==> src/rtl/sseg_pkg.sv <==
// Shared FSM states and seven-segment glyphs (bit order a..g, active-high)
// for the scanned display driver.
package sseg_pkg;

  typedef enum logic [1:0] {
    IDLE,
    SHIFT,
    COMMIT
  } state_t;

  localparam logic [0:6] GLYPH_0     = 7'b1111110;
  localparam logic [0:6] GLYPH_1     = 7'b0110000;
  localparam logic [0:6] GLYPH_2     = 7'b1101101;
  localparam logic [0:6] GLYPH_3     = 7'b1111001;
  localparam logic [0:6] GLYPH_4     = 7'b0110011;
  localparam logic [0:6] GLYPH_5     = 7'b1011011;
  localparam logic [0:6] GLYPH_6     = 7'b1011111;
  localparam logic [0:6] GLYPH_7     = 7'b1110000;
  localparam logic [0:6] GLYPH_8     = 7'b1111111;
  localparam logic [0:6] GLYPH_9     = 7'b1111011;
  localparam logic [0:6] GLYPH_A     = 7'b1110111;
  localparam logic [0:6] GLYPH_B     = 7'b0011111;
  localparam logic [0:6] GLYPH_C     = 7'b1001110;
  localparam logic [0:6] GLYPH_D     = 7'b0111101;
  localparam logic [0:6] GLYPH_E     = 7'b1001111;
  localparam logic [0:6] GLYPH_F     = 7'b1000111;
  localparam logic [0:6] GLYPH_BLANK = 7'b0000000;
  localparam logic [0:6] GLYPH_DASH  = 7'b0000001;

  function automatic logic [0:6] nib2glyph(input logic [3:0] nib);
    case (nib)
      4'h0:    nib2glyph = GLYPH_0;
      4'h1:    nib2glyph = GLYPH_1;
      4'h2:    nib2glyph = GLYPH_2;
      4'h3:    nib2glyph = GLYPH_3;
      4'h4:    nib2glyph = GLYPH_4;
      4'h5:    nib2glyph = GLYPH_5;
      4'h6:    nib2glyph = GLYPH_6;
      4'h7:    nib2glyph = GLYPH_7;
      4'h8:    nib2glyph = GLYPH_8;
      4'h9:    nib2glyph = GLYPH_9;
      4'hA:    nib2glyph = GLYPH_A;
      4'hB:    nib2glyph = GLYPH_B;
      4'hC:    nib2glyph = GLYPH_C;
      4'hD:    nib2glyph = GLYPH_D;
      4'hE:    nib2glyph = GLYPH_E;
      default: nib2glyph = GLYPH_F;
    endcase
  endfunction

endpackage

==> src/rtl/bin2bcd_seq.sv <==
// Iterative double-dabble: one add-3/shift step per clock, W steps per
// conversion. o_done flags the cycle in which the final step is taken.
module bin2bcd_seq #(
  parameter int W    = 16,
  parameter int NBCD = 6
) (
  input  logic              clk,
  input  logic              rst,
  input  logic              i_start,
  input  logic [W-1:0]      i_bin,
  output logic              o_busy,
  output logic              o_done,
  output logic [4*NBCD-1:0] o_bcd
);

  localparam int TOT   = 4*NBCD + W;
  localparam int CNT_W = $clog2(W) + 1;

  logic [TOT-1:0]   r_sh;
  logic [CNT_W-1:0] r_cnt;
  logic             r_busy;
  logic [TOT-1:0]   w_adj;
  logic             w_last;

  always_comb begin
    w_adj = r_sh;
    for (int unsigned i = 0; i < NBCD; i++) begin
      if (w_adj[W+4*i +: 4] >= 4'd5)
        w_adj[W+4*i +: 4] = w_adj[W+4*i +: 4] + 4'd3;
    end
  end

  assign w_last = r_busy && (r_cnt == CNT_W'(W-1));

  always_ff @(posedge clk) begin
    if (rst) begin
      r_sh   <= '0;
      r_cnt  <= '0;
      r_busy <= 1'b0;
    end else if (i_start) begin
      r_sh   <= {{(4*NBCD){1'b0}}, i_bin};
      r_cnt  <= '0;
      r_busy <= 1'b1;
    end else if (r_busy) begin
      r_sh  <= {w_adj[TOT-2:0], 1'b0};
      r_cnt <= r_cnt + 1'b1;
      if (w_last)
        r_busy <= 1'b0;
    end
  end

  assign o_busy = r_busy;
  assign o_done = w_last;
  assign o_bcd  = r_sh[TOT-1:W];

endmodule

==> src/rtl/sseg_scan_driver.sv <==
// Multiplexed seven-segment driver: captures num/mode, converts to BCD or
// passes hex through, commits atomically, then scans digits with blanking.
module sseg_scan_driver
  import sseg_pkg::*;
#(
  parameter int DIGITS     = 4,
  parameter int PRESC_W    = 16,
  parameter bit ACTIVE_LOW = 1'b1
) (
  input  logic                clk,
  input  logic                rst,
  input  logic [4*DIGITS-1:0] num,
  input  logic                hex_mode,
  input  logic                blank_lz,
  input  logic [DIGITS-1:0]   dp_in,
  input  logic                en,
  output logic [0:6]          sseg,
  output logic                dp,
  output logic [DIGITS-1:0]   an,
  output logic                busy
);

  localparam int W     = 4*DIGITS;
  localparam int NBCD  = DIGITS + 2;
  localparam int IDX_W = (DIGITS > 1) ? $clog2(DIGITS) : 1;
  localparam logic [IDX_W-1:0] LAST_IDX = IDX_W'(DIGITS-1);

  state_t              r_state, w_state_nx;
  logic                r_busy;
  logic [PRESC_W-1:0]  r_presc;
  logic [IDX_W-1:0]    r_idx;
  logic [W-1:0]        r_num_cap;
  logic                r_hex_cap;
  logic [W-1:0]        r_disp;
  logic                r_ovf;
  logic [DIGITS-1:0]   r_an;
  logic [0:6]          r_sseg;
  logic                r_dp;

  logic                w_tick, w_changed, w_capture, w_start;
  logic                w_cvt_busy, w_cvt_done;
  logic [4*NBCD-1:0]   w_bcd;
  logic [3:0]          w_nib;
  logic [W-1:0]        w_upper;
  logic                w_blank;
  logic [0:6]          w_glyph;
  logic [DIGITS-1:0]   w_an_on;

  bin2bcd_seq #(.W(W), .NBCD(NBCD)) u_bcd (
    .clk     (clk),
    .rst     (rst),
    .i_start (w_start),
    .i_bin   (num),
    .o_busy  (w_cvt_busy),
    .o_done  (w_cvt_done),
    .o_bcd   (w_bcd)
  );

  assign w_changed = (num != r_num_cap) || (hex_mode != r_hex_cap);

  always_comb begin
    w_state_nx = r_state;
    w_capture  = 1'b0;
    w_start    = 1'b0;
    case (r_state)
      IDLE: begin
        if (w_changed) begin
          w_capture = 1'b1;
          if (hex_mode) begin
            w_state_nx = COMMIT;
          end else begin
            w_start    = 1'b1;
            w_state_nx = SHIFT;
          end
        end
      end
      // !busy guards against a converter that was never started
      SHIFT:   if (w_cvt_done || !w_cvt_busy) w_state_nx = COMMIT;
      COMMIT:  w_state_nx = IDLE;
      default: w_state_nx = IDLE;
    endcase
  end

  always_ff @(posedge clk) begin
    if (rst) begin
      r_state <= IDLE;
      r_busy  <= 1'b0;
    end else begin
      r_state <= w_state_nx;
      r_busy  <= (w_state_nx != IDLE);
    end
  end

  always_ff @(posedge clk) begin
    if (rst) begin
      r_num_cap <= '0;
      r_hex_cap <= 1'b0;
      r_disp    <= '0;
      r_ovf     <= 1'b0;
    end else begin
      if (w_capture) begin
        r_num_cap <= num;
        r_hex_cap <= hex_mode;
      end
      if (r_state == COMMIT) begin
        r_disp <= r_hex_cap ? r_num_cap : w_bcd[W-1:0];
        r_ovf  <= !r_hex_cap && (|w_bcd[4*NBCD-1:W]);
      end
    end
  end

  assign w_tick = (r_presc == '1);

  always_ff @(posedge clk) begin
    if (rst) begin
      r_presc <= '0;
      r_idx   <= '0;
    end else begin
      r_presc <= r_presc + 1'b1;
      if (w_tick)
        r_idx <= (r_idx == LAST_IDX) ? '0 : r_idx + 1'b1;
    end
  end

  // Active digit is blanked when it and every digit above it are zero.
  assign w_nib   = r_disp[{r_idx, 2'b00} +: 4];
  assign w_upper = r_disp >> {r_idx, 2'b00};
  assign w_blank = blank_lz && !r_ovf && (r_idx != '0) && (w_upper == '0);
  assign w_glyph = r_ovf   ? GLYPH_DASH  :
                   w_blank ? GLYPH_BLANK : nib2glyph(w_nib);
  assign w_an_on = en ? (DIGITS'(1) << r_idx) : '0;

  always_ff @(posedge clk) begin
    if (rst) begin
      r_an   <= {DIGITS{ACTIVE_LOW}};
      r_sseg <= {7{ACTIVE_LOW}};
      r_dp   <= ACTIVE_LOW;
    end else begin
      r_an   <= w_an_on ^ {DIGITS{ACTIVE_LOW}};
      r_sseg <= w_glyph ^ {7{ACTIVE_LOW}};
      r_dp   <= dp_in[r_idx] ^ ACTIVE_LOW;
    end
  end

  assign an   = r_an;
  assign sseg = r_sseg;
  assign dp   = r_dp;
  assign busy = r_busy;

endmodule
==> config.mk <==
export PLATFORM = sky130hd
export DESIGN_NAME = sseg_scan_driver
export DESIGN_NICKNAME = d
export VERILOG_FILES = /design/src/rtl/sseg_pkg.sv /design/src/rtl/bin2bcd_seq.sv /design/src/rtl/sseg_scan_driver.sv
export SDC_FILE = /design/constraint.sdc
export NUM_CORES = 1
export LEC_CHECK = 0
export CELL_PAD_IN_SITES_DETAIL_PLACEMENT = 1
export CELL_PAD_IN_SITES_GLOBAL_PLACEMENT = 1
export CORE_MARGIN = 4
export CORE_UTILIZATION = 50
export CTS_CLUSTER_SIZE = 16
export DETAILED_ROUTE_END_ITERATION = 10
export PLACE_DENSITY_LB_ADDON = 0.1
export SLEW_MARGIN = 20
export SYNTH_ARGS = -nofsm -noshare
export SYNTH_HDL_FRONTEND = slang
export SYNTH_HIERARCHICAL = 1
export SYNTH_SLANG_ARGS = --single-unit
==> constraint.sdc <==
create_clock -name clk -period 4 [get_ports clk]
set_input_delay 0.4 -clock clk [delete_from_list [all_inputs] [get_ports clk]]
set_output_delay 0.4 -clock clk [all_outputs]
set_load 0.02 [all_outputs]
==> results of run 1 <==
## critical path, delay by kind of cell, from the launching register on
family,cells,cell delay [ps]
flops,1,770
fa+ha+maj,1,210
simple gates,3,580
mux,1,670
compound gates,2,560
buf+inv,1,170
## worst max path at each step
stage,from,endpoint,slack (ps),cells past startpoint
4_1_cts,r_idx[0]$_SDFFE_PP0N_,sseg[5]$_SDFF_PP1_,930,8
6_report,r_idx[0]$_SDFFE_PP0N_,sseg[5]$_SDFF_PP1_,950,8
5_1_grt,r_idx[0]$_SDFFE_PP0N_,sseg[5]$_SDFF_PP1_,680,8
2_1_floorplan,r_idx[0]$_SDFFE_PP0N_,sseg[0]$_SDFF_PP1_,1660,10
3_3_place_gp,num[14],u_bcd/r_sh[38]$_SDFFE_PP0P_,1020,10
3_5_place_dp,num[14],u_bcd/r_sh[37]$_SDFFE_PP0P_,870,10
## registers in the layout, summed over array words and instances (netlist names), 4 cells and up
register	cells
r_disp	16
u_bcd/r_cnt	5
an	4
sseg	7
r_presc	16
r_num_cap	16
u_bcd/r_sh	40
## metrics by stage
step / std cells / area (um2)
floorplan: 719 / 6470
global placement: 867 / 6700
detailed placement: 867 / 6700
CTS: 899 / 7310
global route: 899 / 7320
finish: 899 / 7320
## synthesized netlist by cell type (13+ instances only)
| master | n |
|---|---|
| a21oi_1 | 25 |
| mux2i_1 | 55 |
| nor3b_1 | 17 |
| mux2_2 | 15 |
| xnor2_1 | 22 |
| buf_2 | 13 |
| dfxtp_1 | 113 |
| a211oi_1 | 19 |
| nand3_1 | 18 |
| inv_1 | 23 |
| clkbuf_1 | 20 |
| buf_4 | 28 |
| o21ai_0 | 17 |
| nor2_1 | 65 |
| nor4b_1 | 17 |
| a32oi_1 | 17 |
| nand2_1 | 59 |
| ha_1 | 25 |
## layout make-up
| cell class | instances | area (um2) |
|---|---|---|
| fill | 1493 | 5350 |
| multi-input combinational | 510 | 3690 |
| sequential | 113 | 2260 |
| clock buffer | 22 | 484 |
| timing repair buffer | 47 | 440 |
| tap | 172 | 215 |
| clock inverter | 10 | 131 |
| inverter | 25 | 93.8 |
## where the power goes
group / leakage, nW / switching (mW) / internal [mW] / total, mW
Clock: 0.306 / 0.542 / 1.04 / 1.58
Combinational: 1.32 / 0.334 / 0.257 / 0.591
Sequential: 0.927 / 0.101 / 1.22 / 1.32
Total: 2.55 / 0.977 / 2.52 / 3.49
## layer usage
layer	GRT usage [%]	routed length [um]	share of wire, %
met1	28.6	7380	43
met2	41.9	8900	52
met3	6.73	579	3.4
met4	8.19	261	1.5
met5	0	0	0
## cell families (layout without fill, tap and decap cells)
kind of cell	after synthesis	after routing	synth area share, %
multiplexers	75	75	12.7
flip-flops	113	113	35.0
XOR/XNOR	33	33	4.47
AND/OR/NAND/NOR	254	254	21.5
adder cells (fa/ha/maj)	25	25	4.83
AO/OA/AOI/OAI	123	123	13.3
buffers and inverters	96	104	8.25
==> results.cfg, run 1 <==
[clocking]
clockRootBuffer = clkbuf_16
path_clk_slew_ps = 60
cts.repair.resized = 0
cts_setup_buffers = 0
cts_buffers = 17
cts_buffer_depth = 2
clk_latency_ps = 430
cts_tree = built
htreeDepth = 4
cts_hold_buf = 0
cts_sinks = 113

[critical_path]
start_kind = flip-flop
reg2reg_slack_ps = 950
cp.arrival_ps = 3380
r2r_start = r_idx[0]$_SDFFE_PP0N_
cp.required_ps = 4330
crit_chain = mux4_2, inv_1, ha_1, nor4bb_1, nand3_1, a211oi_1, nor3_2, o211ai_1
max_stage_delay_ps = 770
worstRegToRegCells = 8
r2r_end = sseg[5]$_SDFF_PP1_
critPathSlowestCell = dfxtp_1
worstSetupPathType = reg2reg
crit_path_end_kind = flip-flop
cp_max_fo = 16

[detailed_routing]
drt-initial-drc-count = 355
wirelength_um = 17100
drtAntennaViolNets = 0
first_pass_iters = 4
drc = 0
viasPerCell = 5.89
dr_total_vias = 5294
wl_per_cell_um = 19.0

[hold_path]
min_delay_path_depth = 1
hold_class = reg2reg
min-delay-start = r_presc[0]$_SDFF_PP0_
hold_end = r_presc[0]$_SDFF_PP0_

[global_routing]
grt_pass1_vias = 5545
grt_pass1_wl_um = 28100
groute.usage.overall_pct = 24.1
grt_max_degree = 92
overflow = 0
antenna_found_initial = 0

[cells_and_area]
nets = 764
areaGrowthSynthToFinish_pct = 13.0
final_core_util_pct = 57.7
layout_commonest_cell = dfxtp_1
layout-drive-gt1-share_pct = 11.0
final_cell_mix = 112 x dfxtp_1, 65 x nor2_1, 59 x nand2_1, 55 x mux2i_1, 36 x clkdlybuf4s50_1
antenna_cells = 0

[logic_synthesis]
ys.warnings.count = 6
synthFlopType = dfxtp_1
synthTopCellsByArea = dfxtp_1 35%, mux2i_1 8.5%, ha_1 4.8%
syn_nets = 769
async_reset_ff_share_pct = 0
syn_area_um2 = 6470
ys_seq_area_share_pct = 35.0
syn_area_per_cell_um2 = 9.00
yosysTopAreaCell = dfxtp_1
synth_top_area_share_pct = 35.0
synth_edf_count = 0
netlist_instances = 719
ys_ff_latch = 113
ys_types = 58

[timing]
drv_slew = 0
fin_tns_setup_ps = 0
fmax_ghz = 0.328
fin_crit_sh_pct = 76.3
hold_violations = 0
hold_slack_ps = 453
worst_slack_ps = 950
rsz0062_at_grt = false
setup_viol = 0
finalCriticalPeriod_ps = 3050
worst_pin_slew_ps = 957
slew_headroom_pct = 36.2
skew_ps = 10.8

[floorplan]
rows = 41
ios = 38
die_area_um2 = 14800
die_x_um = 122
start_util_pct = 51.1
core_area_um2 = 12700
fp.dieH_um = 122

[power_and_ir_drop]
ir_drop_uv = 325
p_total_mw = 3.49
p_leak_nw = 2.55
power_density_nw_per_um2 = 477

[place]
gp_congestion = 0.831
dpl.hpwl_um = 11100
numPortBuffers = 37
dp_slack_ps = 873

[flow_run]
cap_violations = 0

[outcome]
outcome = completed
(Power assumes the default switching activity.)
==> run 2, diff against run 1 <==
Settings changed: CORE_UTILIZATION 50 to 42.
Clock period 4 ns to 2.8 ns, I/O delays scaled along.
==> run 2 against run 1 <==
Sequential power rose by 43%. Power up 38%. Die area is 18% higher. Clock skew decreased by 4.1 ps. Sequential cell count unchanged. Critical path depth is the same.
==> results.cfg, run 2 (synthesis gave the netlist of run 1 again) <==
[critical_path]
worstSetupPathType = reg2reg
cp.arrival_ps = 2810
crit_path_end_kind = flip-flop
start_kind = flip-flop
r2r_end = sseg[0]$_SDFF_PP1_
cp.required_ps = 3110
critPathSlowestCell = mux4_2
r2r_start = r_idx[0]$_SDFFE_PP0N_
max_stage_delay_ps = 610
worstRegToRegCells = 8
crit_chain = mux4_2, inv_1, ha_1, nor4bb_1, nand3_1, a211oi_1, nor3_2, o311ai_1
reg2reg_slack_ps = 300
cp_max_fo = 6

[timing]
rsz0062_at_grt = false
slew_headroom_pct = 51.1
skew_ps = 6.69
fin_crit_sh_pct = 89.1
fin_tns_setup_ps = 0
hold_slack_ps = 295
hold_violations = 0
fmax_ghz = 0.401
setup_viol = 0
drv_slew = 0
finalCriticalPeriod_ps = 2500
worst_pin_slew_ps = 734

[place]
gp_congestion = 0.816
dpl.hpwl_um = 11800
numPortBuffers = 37

[clocking]
cts_sinks = 113
cts_buffer_depth = 2
cts.repair.resized = 0
clk_latency_ps = 410
htreeDepth = 4
cts_setup_buffers = 0
cts_buffers = 17
clockRootBuffer = clkbuf_16
path_clk_slew_ps = 50
cts_hold_buf = 0
cts_tree = built

[detailed_routing]
wl_met1_um = 7700
maxUsedRoutingLayer = met4
first_pass_iters = 4
viasPerCell = 5.69
wl_per_cell_um = 18.3
dr_total_vias = 5274
met3_wirelength_um = 704
drc = 0
drt-initial-drc-count = 242
met2WireLength_um = 8360
wirelength_um = 17000
drtAntennaViolNets = 0

[floorplan]
die_x_um = 132
rows = 45
fp.dieH_um = 132
die_area_um2 = 17500
ios = 38
core_area_um2 = 15100
start_util_pct = 42.7

[hold_path]
hold_end = u_bcd/r_sh[15]$_SDFFE_PP0P_
min_delay_path_depth = 2
min-delay-start = rst
hold_class = in2reg

[cells_and_area]
nets = 777
layout_commonest_cell = dfxtp_1
areaGrowthSynthToFinish_pct = 14.2
largest_reg_flops = 40
final_cell_mix = 112 x dfxtp_1, 65 x nor2_1, 59 x nand2_1, 55 x mux2i_1, 36 x clkdlybuf4s50_1
layout-drive-gt1-share_pct = 11.9
largest_register = u_bcd/r_sh
antenna_cells = 0

[global_routing]
groute.usage.overall_pct = 19.9
antenna_found_initial = 0
grt_max_degree = 40
overflow = 0
grt_pass1_vias = 5526
grt_pass1_wl_um = 28400

[power_and_ir_drop]
p_leak_nw = 2.59
ir_drop_uv = 479
power_density_nw_per_um2 = 654

[outcome]
outcome = completed

[flow_run]
cap_violations = 0
run 2: cell count changes in the layout (fill, tap and decap cells not counted), sizes merged:
cell | previous run | this run
buf | 11 | 24
clkbuf | 22 | 25
clkinv | 7 | 5
bufinv | 3 | 2
clkinvlp | 1 | 0
run 2: stage by stage:
step	total power, mW	std cells	setup slack (ps)	utilization (%)	cell area (um2)
after CTS	4.88	927	289	48.8	7390
after floorplan	2.50	719	457	-	6470
after detailed placement	2.77	896	22.7	45.1	6830
after global placement	2.74	896	61.0	45.1	6830
after global routing	5.07	927	48.3	48.8	7390
final	4.83	927	305	48.8	7390
run 2: routing by layer:
| metal | vias to the layer above | global-route usage, % |
|---|---|---|
| met4 | 0 | 7.70 |
| met2 | 102 | 33.7 |
| met3 | 11 | 4.31 |
| li1 | 2574 | - |
| met1 | 2587 | 24.9 |
| met5 | - | 0 |
run 2: layout make-up:
class                   count  area (um2)
repair buffers             60         551
clock inverters             6        80.1
flip-flops and latches    113        2260
fillers                  1734        7750
well taps                 188         235
clock buffers              25         485
inverters                  25        93.8
multi-input cells         510        3680
run 2: worst max-delay path, delay by kind of cell (launching register included):
kind	cells	cell delay [ps]
muxes	1	610
and+or+nand+nor	3	520
AOI/OAI and AO/OA	2	470
DFF	1	420
adders and majority gates	1	200
buffers and inverters	1	170
run 2: how the worst max path moves through the flow:
stage,from,depth (start not counted),end
floorplan,r_idx[0]$_SDFFE_PP0N_,10,sseg[0]$_SDFF_PP1_
global placement,num[0],10,u_bcd/r_sh[38]$_SDFFE_PP0P_
detailed placement,num[0],10,u_bcd/r_sh[38]$_SDFFE_PP0P_
CTS,r_idx[0]$_SDFFE_PP0N_,8,sseg[0]$_SDFF_PP1_
global route,r_idx[0]$_SDFFE_PP0N_,8,sseg[0]$_SDFF_PP1_
finish,r_idx[0]$_SDFFE_PP0N_,8,sseg[0]$_SDFF_PP1_
run 2: where the power goes:
part           switching (mW)  internal (mW)  leakage, nW
clock                   0.719           1.37        0.281
sequential              0.142           1.74        0.927
combinational           0.481          0.381         1.39
total                    1.34           3.49         2.59
==> run 3, diff against run 2 <==
Settings changed: PLACE_DENSITY from default to 0.79, PLACE_DENSITY_LB_ADDON 0.1 to default, RECOVER_POWER from default to 50.
==> run 3 against run 2 <==
Sequential power is essentially flat. Clock skew grew 1.9 ps. Hold slack gained 120 ps. Via count shrank 0.13%. Register-to-register slack lost 40 ps. Routed wire length shrank 0.76%. Clock power is essentially flat. Largest cell class unchanged. Highest routed layer unchanged.
==> results.cfg, run 3 (synthesis gave the netlist of run 1 again) <==
[cells_and_area]
layout-drive-gt1-share_pct = 10.8
fin_cells = 918
areaGrowthSynthToFinish_pct = 13.5
final_core_util_pct = 48.5
final_cell_area_um2 = 7350
largest_reg_flops = 40
regArea_um2 = 2260
fillers = 1710
layout_commonest_cell = dfxtp_1
final_cell_mix = 112 x dfxtp_1, 65 x nor2_1, 59 x nand2_1, 55 x mux2i_1
multi_input_area_um2 = 3670
nets = 771
antenna_cells = 0
largest_register = u_bcd/r_sh

[critical_path]
crit_path_end_kind = flip-flop
cp.required_ps = 3100
r2r_start = r_idx[0]$_SDFFE_PP0N_
cp.arrival_ps = 2840
cp_max_fo = 22
worstSetupStartpoint = num[1]
worstSetupPathType = in2reg
start_kind = primary input

[clocking]
cts.repair.resized = 0
cts_buffers = 17
htreeDepth = 4
cts_setup_buffers = 0
clockRootBuffer = clkbuf_16
cts_tree = built
cts_buffer_depth = 2
cts_sinks = 113
clk_latency_ps = 410
cts_hold_buf = 0
path_clk_slew_ps = 50

[timing]
worst_pin_slew_ps = 1310
worst_slack_ps = 266
rsz0062_at_grt = false
skew_ps = 8.62
fmax_ghz = 0.395
setup_viol = 0
drv_slew = 0
finalCriticalPeriod_ps = 2530
fin_tns_setup_ps = 0
hold_violations = 0
hold_slack_ps = 418
fin_crit_sh_pct = 90.5
slew_headroom_pct = 12.4

[detailed_routing]
dr_total_vias = 5267
wirelength_um = 16800
drtAntennaViolNets = 0
drt-initial-drc-count = 303
first_pass_iters = 4
wl_per_cell_um = 18.3
viasPerCell = 5.74
drc = 0

[global_routing]
antenna_found_initial = 0
groute.usage.overall_pct = 19.6
overflow = 0
grt_pass1_vias = 5556
grt_max_degree = 93
grt_pass1_wl_um = 28200

[floorplan]
die_x_um = 132
rows = 45
start_util_pct = 42.7
ios = 38
die_area_um2 = 17500
fp.dieH_um = 132
core_area_um2 = 15100

[place]
placed_cells = 890
placed_area_um2 = 6810
gp_congestion = 0.810
dp_slack_ps = 127
numPortBuffers = 37
dpl.hpwl_um = 11300

[flow_run]
cap_violations = 0

[power_and_ir_drop]
p_total_mw = 4.82
power_density_nw_per_um2 = 656
p_leak_nw = 2.54
ir_drop_uv = 452

[hold_path]
hold_class = in2reg
min-delay-start = rst

[outcome]
outcome = completed
run 3: power by group:
part,switching [mW],internal [mW]
registers,0.143,1.74
logic,0.477,0.374
clock network,0.709,1.38
run 3: critical path: stages:
cell and delay (ps):
dlygate4sd3_1 600, xnor2_1 260, nand4_1 160, nor3_1 260, a21oi_1 140, and2_0 220
or2_1 240, buf_4 210, buf_4 180, a211oi_1 270
run 3: area by class of cell:
class	count	area share, %
repair buffers	54	7.10
inverters	25	1.28
clock inverters	6	1.12
multi-input cells	510	49.9
flip-flops and latches	113	30.8
well taps	188	3.20
clock buffers	22	6.59
run 3: routing by layer:
layer	global-route usage, %	up-vias	wire (um)
met1	24.0	2574	7390
met3	5.46	21	803
met2	33.4	103	8340
met4	6.36	0	291
met5	0	-	0
li1	-	2569	-
run 3: final timing paths:
check	endpoint	slack [ps]	depth (start not counted)
min	r_ovf$_SDFFE_PP0N_	420	3
max reg2reg	sseg[5]$_SDFF_PP1_	270	8
min reg2reg	r_presc[0]$_SDFF_PP0_	450	1
max	u_bcd/r_cnt[4]$_SDFFE_PP0P_	270	10
